--- src/rtl/itof_arbiter.sv ---
// rtl/itof_arbiter.sv - two-requester round-robin arbiter in front of one shared int-to-float converter
// A grant in cycle N produces the matching fp_vld pulse and fp_out in cycle N+2.
module itof_arbiter #(
    parameter int CNT_W = 16
) (
    input  logic             clk,
    input  logic             rst_n,
    input  logic             req0,
    input  logic             req1,
    input  logic [31:0]      int0,
    input  logic [31:0]      int1,
    output logic             gnt0,
    output logic             gnt1,
    output logic [31:0]      fp_out,
    output logic             fp_vld0,
    output logic             fp_vld1,
    output logic [CNT_W-1:0] grant_cnt
);

    logic             last_q, last_d;
    logic             s1_vld_q, s1_vld_d;
    logic             s1_id_q, s1_id_d;
    logic [31:0]      s1_op_q, s1_op_d;
    logic [31:0]      fp_q, fp_d;
    logic             vld0_q, vld0_d;
    logic             vld1_q, vld1_d;
    logic [CNT_W-1:0] cnt_q, cnt_d;

    logic             win0, win1;
    logic             cv_sign;
    logic [30:0]      cv_mag;
    logic [4:0]       cv_lead;
    logic [30:0]      cv_norm;
    logic [31:0]      conv;

    // last_q == 1 means requester 1 was granted most recently, so requester 0 wins a tie
    always_comb begin
        win0 = req0 & (~req1 | last_q);
        win1 = req1 & (~req0 | ~last_q);
    end

    assign gnt0 = rst_n & win0;
    assign gnt1 = rst_n & win1;

    // Converter on the stage-1 operand; the most negative value is special-cased
    // because its magnitude does not fit the 31-bit path.
    always_comb begin
        cv_sign = s1_op_q[31];
        cv_mag  = s1_op_q[31] ? 31'(-s1_op_q) : s1_op_q[30:0];
        cv_lead = '0;
        for (int i = 0; i < 31; i++) begin
            if (cv_mag[i]) begin
                cv_lead = 5'(i);
            end
        end
        cv_norm = cv_mag << (5'd30 - cv_lead);
        if (s1_op_q == 32'h0000_0000) begin
            conv = 32'h0000_0000;
        end else if (s1_op_q == 32'h8000_0000) begin
            conv = 32'hCF00_0000;
        end else begin
            conv = {cv_sign, 8'd127 + {3'b000, cv_lead}, cv_norm[29:7]};
        end
    end

    always_comb begin
        last_d   = last_q;
        cnt_d    = cnt_q;
        s1_vld_d = gnt0 | gnt1;
        s1_id_d  = gnt1;
        s1_op_d  = gnt1 ? int1 : int0;
        fp_d     = fp_q;
        vld0_d   = s1_vld_q & ~s1_id_q;
        vld1_d   = s1_vld_q & s1_id_q;
        if (gnt0 | gnt1) begin
            last_d = gnt1;
            cnt_d  = cnt_q + CNT_W'(1);
        end
        if (s1_vld_q) begin
            fp_d = conv;
        end
    end

    always_ff @(posedge clk or negedge rst_n) begin
        if (!rst_n) begin
            last_q   <= 1'b1;
            cnt_q    <= '0;
            s1_vld_q <= 1'b0;
            s1_id_q  <= 1'b0;
            s1_op_q  <= '0;
            fp_q     <= '0;
            vld0_q   <= 1'b0;
            vld1_q   <= 1'b0;
        end else begin
            last_q   <= last_d;
            cnt_q    <= cnt_d;
            s1_vld_q <= s1_vld_d;
            s1_id_q  <= s1_id_d;
            s1_op_q  <= s1_op_d;
            fp_q     <= fp_d;
            vld0_q   <= vld0_d;
            vld1_q   <= vld1_d;
        end
    end

    assign fp_out    = fp_q;
    assign fp_vld0   = vld0_q;
    assign fp_vld1   = vld1_q;
    assign grant_cnt = cnt_q;

endmodule

--- config.mk ---
export PLATFORM = sky130hd
export DESIGN_NAME = itof_arbiter
export DESIGN_NICKNAME = d
export VERILOG_FILES = /design/src/rtl/itof_arbiter.sv
export SDC_FILE = /design/constraint.sdc
export NUM_CORES = 1
export LEC_CHECK = 0
export CAP_MARGIN = 20
export CORE_MARGIN = 2
export CORE_UTILIZATION = 55
export CTS_BUF_LIST = sky130_fd_sc_hd__clkbuf_16
export CTS_CLUSTER_DIAMETER = 100
export DETAILED_ROUTE_END_ITERATION = 6
export PLACE_DENSITY = 0.84
export SLEW_MARGIN = 25
export SYNTH_ARGS = -nofsm -noshare
export SYNTH_HDL_FRONTEND = slang
export SYNTH_SLANG_ARGS = --single-unit
--- constraint.sdc ---
create_clock -name clk -period 5.8 [get_ports clk]
set_input_delay 1.74 -clock clk [delete_from_list [all_inputs] [get_ports clk]]
set_output_delay 1.74 -clock clk [all_outputs]
set_load 0.1 [all_outputs]
Yosys cells after proc, flatten, opt, wreduce, memory -nomap -nowiden
Index checks and enable logic that the tools add are counted.

Register bits after elaboration: 85. Input port bits: 68. Output and inout bits: 52. Logic and storage cells: 62.

$add $sub $neg: 4. Equal/unequal tests: 1. Shift-type cells: 1. Muxes and demuxes: 34. Bitwise operators: 13. Reduce and logical (&&, ||, !) cells: 1.

Operator list (count): $mux 5 (29); $mux 32 (3); $eq 32x32->1 const B (1); $logic_not 32->1 (1); $mux 31 (1); $neg 31->31 (1); $shl 31x5->30 (1); $add 16x1->16 const B (1); $add 7x5->8 const A (1); $and 1x1->1 (6); $sub 5x5->5 const A (1); $not 1->1 (4); $or 1x1->1 (3); $mux 1 (1).

Longest topological paths before layout
Gate-level depths: netlist (run 1).

Depth in word-level cells: 36. Mapped depth: 21. Gate-level depth less buffers: 15.

Worst setup path before layout (run 1)
Ideal clock, no wire load.

Kind: in2out. From: input port rst_n. To: output port gnt0. Arrival: 3240 ps. Required time: 4060 ps. Path slack: 820 ps. Cell stages on the path: 2. Path buffers: 0. Path through: nand2_1 a21oi_1.

Cells in the longest elaborated chain, start to end: 1.

Ends and longest elaborated chain: start: declaration (RTL line 7) `input logic rst_n,`; $and 1x1->1 (RTL line 42) `assign gnt0 = rst_n & win0;`; end: declaration (RTL line 12) `output logic gnt0,`.

No other way between the ends.

Final worst setup path (run 1)
From: register s1_op_q[15]. To: register fp_q[20], in the netlist fp_out[20].

Cells in the longest elaborated chain, start to end: 22.

Ends and longest elaborated chain: start: declaration (RTL line 23) `logic [31:0] s1_op_q, s1_op_d;`; start signal: assignment (RTL line 99) `s1_op_q <= s1_op_d;`; $neg 31->31 (RTL line 49) `cv_mag = s1_op_q[31] ? 31'(-s1_op_q) : s1_op_q[30:0];`; $mux 31 (RTL line 49); $mux 5 (16 in series) (RTL line 52) `if (cv_mag[i]) begin`; $sub 5x5->5 (RTL line 56) `cv_norm = cv_mag << (5'd30 - cv_lead);`; $shl 31x5->30 (RTL line 56); $mux 32 (RTL line 59) `end else if (s1_op_q == 32'h8000_0000) begin`; $mux 32 (*) (RTL line 57) `if (s1_op_q == 32'h0000_0000) begin`; end signal: assignment (RTL line 100) `fp_q <= fp_d;`; end: declaration (RTL line 24) `logic [31:0] fp_q, fp_d;`.

Mark *: on every way between the ends. The rest lies on a longest branch, timed or not. A chain may end at the register's enable or synchronous reset.

==> impl_metrics.py, run 1 <==
metrics = {
    "die": {
        "rows": 42,
        "fp.dieH_um": 120.6,
        "core_region_area_um2": 13240,
        "pin_count": 120,
        "initial_core_util_pct": 56.49,
        "dieArea_um2": 14550,
        "die_w_um": 120.6,
    },
    "route": {
        "viasPerCell": 6.664,
        "routed_wl_um": 25530,
        "dr.pass1.iters": 5,
        "ant_nets": 0,
        "first_iter_violations": 1157,
        "drc": 0,
        "via_count": 8270,
        "drt-wirelength-per-cell_um": 20.57,
    },
    "logic_synthesis": {
        "synthFlopType": "dfrtp_1",
        "syn_avg_cell_area_um2": 7.891,
        "yosysWarnings": 0,
        "syn_area_um2": 7481,
        "syn_nets": 1018,
        "synth_edf_count": 0,
        "synthCells": 948,
        "yosysSeqAreaShare_pct": 28.45,
        "synth_cell_type_count": 91,
        "asyncSetResetFlopFracSynth_pct": 100.0,
        "ys_seq_elements": 85,
    },
    "run": {
        "drv_cap": 0,
    },
    "critical_path": {
        "crit_fanout": 19,
        "r2r_end": "fp_out[20]",
        "cp.arrival_ns": 5.82,
        "r2r_cells": 13,
        "endpoint": "fp_out[20]",
        "crit_path_end_kind": "register",
        "r2r_slack_ns": 0.22,
        "critical_path.startpoint": "s1_op_q[15]",
        "cp.required_ns": 6.04,
        "start_kind": "register",
        "worst_r2r_startpoint": "s1_op_q[15]",
        "crit_type": "register to register",
    },
    "global_route": {
        "antenna_found_initial": 0,
        "grt_pass1_wl_um": 41230,
        "grt_overflow_total": 0,
        "grt_pass1_vias": 7759,
        "met1_usage_pct": 47.29,
        "track_usage_pct": 35.77,
        "grt_busiest_layer": "met2",
        "met3_usage_pct": 5.189,
        "grt_start_max_net_pins": 68,
        "use_met2_pct": 56.57,
    },
    "finish": {
        "final_common_cell": "nand2_1",
        "final_util_pct": 70.47,
        "fillers": 1077,
        "multi_input_area_um2": 4946,
        "ff_latch_area_um2": 2128,
        "final_layout_size_suffix_gt1_share_pct": 11.55,
        "antenna_cells": 0,
        "area_growth_pct": 24.75,
        "final_nets": 1130,
        "fin_cells": 1241,
        "final_cell_mix": "nand2_1 (182), clkdlybuf4s50_1 (116), dfrtp_1 (84)",
    },
    "sta": {
        "clock_skew_ns": 0.01586,
        "timing.final.hold_violations": 0,
        "relSlewSlack_pct": 31.95,
        "final-setup-viol-count": 0,
        "fin_crit_sh_pct": 96.21,
        "fin_crit_ns": 5.580,
        "max_clock_freq_mhz": 179.2,
        "hold_slack_ns": 0.4270,
        "worst_pin_slew_ns": 1.018,
        "drv_slew": 0,
    },
    "placement": {
        "dp_cells": 1225,
        "port_buffers": 119,
        "place_hpwl_um": 19410,
        "gp_congestion": 1.010,
    },
    "clocking": {
        "cts_root_buf": "clkbuf_16",
        "numCtsBuffers": 9,
        "max-clock-path-buffers": 2,
        "cts_setup_buffers": 0,
        "insertion_delay_ns": 0.36,
        "hold_buffers": 0,
        "h-tree-depth": 3,
        "tritoncts": "built",
        "cts.sinks": 85,
        "clkTransAtPathRegs_ns": 0.07,
    },
    "status": {
        "status": "completed",
    },
    "power": {
        "vdd_drop_max_uv": 293.2,
        "p_leak_nw": 3.719,
        "p_per_area_nw_per_um2": 375.5,
    },
    "worst_hold_path": {
        "hold_depth": 1,
        "hp-class": "register to register",
    },
}
==> logic make-up (layout without fill, tap and decap cells) <==
kind of cell	Yosys count	after routing	synth area share (%)
AND/OR/NAND/NOR	393	393	25.10
buffers and inverters	97	214	5.971
multiplexers	25	25	3.813
flip-flops	85	85	28.45
adder cells (fa/ha/maj)	2	2	0.3345
AO/OA/AOI/OAI	293	293	30.02
XOR/XNOR	53	53	6.306
==> cells in the mapped netlist, drive strengths merged, types with 16 or more instances <==
library cell	number	share of area, %
o211ai	29	3.0
nor2	51	2.7
nor4	16	1.5
nor3	26	1.7
nand2	182	9.1
mux2i	20	3.0
xnor2	34	4.0
a21oi	40	2.7
inv	21	1.1
dfrtp	84	28
o21ai	49	3.3
buf	26	2.4
clkbuf	49	2.5
xor2	19	2.3
nand3	44	2.9
==> power by group <==
group	switching, mW	internal, mW
combinational	1.46	0.641
sequential	0.119	0.708
clock	0.277	0.296
total	1.86	1.64
==> layout make-up <==
class / instances / area share (%)
multi-input cells: 766 / 53.00
clock buffers: 9 / 2.413
repair buffers: 176 / 17.94
inverters: 22 / 0.8848
well taps: 176 / 2.360
clock inverters: 7 / 0.6033
flip-flops and latches: 85 / 22.80
==> worst min path at each step <==
stage / slack (ns) / from / end
floorplan: 0.39 / s1_id_q / fp_vld0
detailed placement: 0.41 / s1_id_q / fp_vld0
finish: 0.43 / s1_id_q / fp_vld0
CTS: 0.43 / s1_id_q / fp_vld0
global route: 0.45 / s1_id_q / fp_vld0
global placement: 0.39 / s1_id_q / fp_vld0
==> worst max-delay path: stages (launching register included) <==
cell,delay [ns]
dfrtp_1,0.47
or4_4,0.60
or4_4,0.64
o41ai_1,0.39
xor2_1,0.47
o211ai_2,0.16
or4_1,0.57
and3_4,0.32
or3_4,0.42
mux2i_4,0.38
nand2_1,0.31
a21o_1,0.26
a221oi_2,0.35
o41ai_2,0.12
==> flip-flops by register name, indices dropped and copies added, names as in the netlist <==
name	cells
grant_cnt	16
s1_id_q	1
fp_vld0	1
s1_op_q	32
s1_vld_q	1
fp_out	32
fp_vld1	1
last_q	1
==> what timing repair did <==
| action | in CTS | in global routing |
|---|---|---|
| setup endpoints to repair | 0 | 3 |
| resized for setup | 0 | 5 |
| hold endpoints to repair | 0 | 0 |
==> per-layer routing <==
layer,vias up,wire (um),share of wire (%)
li1,3781,-,-
met1,3849,10230,40
met2,537,11720,46
met3,103,2159,8.5
met4,0,1425,5.6
met5,-,0,0
==> per-stage QoR <==
stage	setup TNS [ns]	area [um2]	total power [mW]	setup WS (ns)
6_report	0	9333	3.505	0.2201
5_1_grt	-0.03362	9333	3.653	-0.03362
4_1_cts	0	9300	3.470	0.2219
3_5_place_dp	0	9019	2.892	0.2227
3_3_place_gp	0	9019	2.874	0.1981
2_1_floorplan	0	7481	2.288	0.8200
Note: power is estimated with default switching activity, not from simulation.
==> run 2, diff against run 1 <==
--- a/config.mk
+++ b/config.mk
@@ -12,7 +12,9 @@
 export CTS_CLUSTER_DIAMETER = 100
 export DETAILED_ROUTE_END_ITERATION = 6
 export PLACE_DENSITY = 0.84
+export SETUP_SLACK_MARGIN = 0.4
 export SLEW_MARGIN = 25
 export SYNTH_ARGS = -nofsm -noshare
 export SYNTH_HDL_FRONTEND = slang
 export SYNTH_SLANG_ARGS = --single-unit
+export TNS_END_PERCENT = 100
==> run 2 against run 1 <==
  * Utilization is 1.0 points higher
  * Setup slack better by 0.38 ns
  * Wire length is 1.0% higher
  * Register-to-register slack better by 0.38 ns
  * Die area stayed put
  * Clock skew is 0.0014 ns higher
  * First-iteration DRC count is 0.86% higher
  * Non-clock buffer count is 7 higher
  * Sequential share of layout area is 0.33 points lower
  * Clock power hardly changed
  * Largest cell class unchanged
==> impl_metrics.py, run 2 (same netlist as run 1, synthesis figures left out) <==
metrics = {
    "route": {
        "drc": 0,
        "routed_wl_um": 25790,
        "ant_nets": 0,
        "via_count": 8352,
        "first_iter_violations": 1167,
        "dr.pass1.iters": 6,
        "viasPerCell": 6.692,
        "drt-wirelength-per-cell_um": 20.66,
    },
    "worst_hold_path": {
        "hp-class": "register to register",
    },
    "finish": {
        "final_layout_size_suffix_gt1_share_pct": 12.69,
        "final_nets": 1137,
        "antenna_cells": 0,
        "final_cell_mix": "nand2_1 (181), clkdlybuf4s50_1 (116), dfrtp_1 (84)",
        "area_growth_pct": 26.56,
        "final_common_cell": "nand2_1",
        "final_util_pct": 71.49,
    },
    "sta": {
        "fin_crit_sh_pct": 89.72,
        "timing.final.hold_violations": 0,
        "rsz0062_at_grt": "no",
        "fin_crit_ns": 5.204,
        "final-setup-viol-count": 0,
        "tns_ns": 0,
        "worst_pin_slew_ns": 1.024,
        "hold_slack_ns": 0.4282,
        "clock_skew_ns": 0.01727,
        "relSlewSlack_pct": 31.55,
        "drv_slew": 0,
        "max_clock_freq_mhz": 192.2,
    },
    "critical_path": {
        "crit_type": "register to register",
        "cp.required_ns": 6.05,
        "start_kind": "register",
        "crit_buf_inv": 0,
        "cp.arrival_ns": 5.45,
        "cpMostUsedCell": "mux2i_1",
        "crit_chain": "or4_4, or4_4, nor3_1, mux2i_1, a222oi_1, a311o_1, or3_1, and3_1, o32a_1, mux2i_1, mux2i_1, or2_2, a32o_1",
        "crit_path_max_incr_delay_ns": 0.64,
        "critPathTopFamily": "simple AND/OR/NAND/NOR gates",
        "crit_fanout": 19,
        "r2r_slack_ns": 0.60,
        "cp_slowest_cell": "or4_4",
        "crit_path_end_kind": "register",
    },
    "clocking": {
        "h-tree-depth": 3,
        "cts_root_buf": "clkbuf_16",
        "max-clock-path-buffers": 2,
        "tritoncts": "built",
        "numCtsBuffers": 9,
        "hold_buffers": 0,
        "insertion_delay_ns": 0.37,
        "cts.sinks": 85,
        "clkTransAtPathRegs_ns": 0.07,
    },
    "global_route": {
        "antenna_found_initial": 0,
        "grt_overflow_total": 0,
        "grt_pass1_vias": 7789,
        "grt_pass1_wl_um": 41380,
        "track_usage_pct": 35.87,
        "grt_start_max_net_pins": 68,
    },
    "die": {
        "die_w_um": 120.6,
        "dieArea_um2": 14550,
        "core_region_area_um2": 13240,
        "rows": 42,
        "initial_core_util_pct": 56.49,
        "pin_count": 120,
        "fp.dieH_um": 120.6,
    },
    "run": {
        "drv_cap": 0,
    },
    "power": {
        "vdd_drop_max_uv": 293.2,
        "p_per_area_nw_per_um2": 373.4,
        "p_leak_nw": 3.777,
        "finalPower_mw": 3.535,
    },
    "status": {
        "status": "completed",
    },
    "placement": {
        "gp_congestion": 1.010,
        "port_buffers": 119,
        "place_hpwl_um": 19410,
    },
}
run 2: layer usage:
metal | up-vias | routed length, um | track usage, %
met3 | 114 | 2231 | 5.330
li1 | 3794 | - | -
met4 | 0 | 1553 | 19.55
met2 | 582 | 11820 | 56.57
met5 | - | 0 | 0
met1 | 3862 | 10180 | 47.34
run 2: timing repair:
action	4_1_cts	5_1_grt
gates resized for setup	3	16
endpoints found under the setup margin	2	23
pin swaps	1	3
setup buffers	1	6
run 2: worst paths after layout:
kind	from	to	cells past startpoint
max	s1_op_q[15]	fp_out[5]	13
min	s1_id_q	fp_vld0	1
max reg2reg	s1_op_q[15]	fp_out[5]	13
min reg2reg	s1_id_q	fp_vld0	1
max in group asynchronous	rst_n	fp_out[2]	2
min in group asynchronous	rst_n	s1_op_q[25]	1
run 2: area by class of cell:
cell class	count	area (um2)
multi-input cells	766	5029
fillers	1065	3775
flip-flops and latches	85	2128
repair buffers	183	1727
clock buffers	9	225.2
well taps	176	220.2
inverters	22	82.58
clock inverters	7	56.30
run 2: through the flow:
| step | setup slack, ns | instance area, um2 | std cells |
|---|---|---|---|
| global route | 0.4190 | 9468 | 1248 |
| global placement | 0.1981 | 9019 | 1225 |
| floorplan | 0.8200 | 7481 | 948 |
| detailed placement | 0.2227 | 9019 | 1225 |
| CTS | 0.4159 | 9326 | 1242 |
| finish | 0.5964 | 9468 | 1248 |
run 2: power breakdown:
group | switching (mW) | leakage, nW | internal, mW
registers | 0.121 | 1.04 | 0.708
logic | 1.48 | 2.60 | 0.653
clock network | 0.280 | 0.132 | 0.296
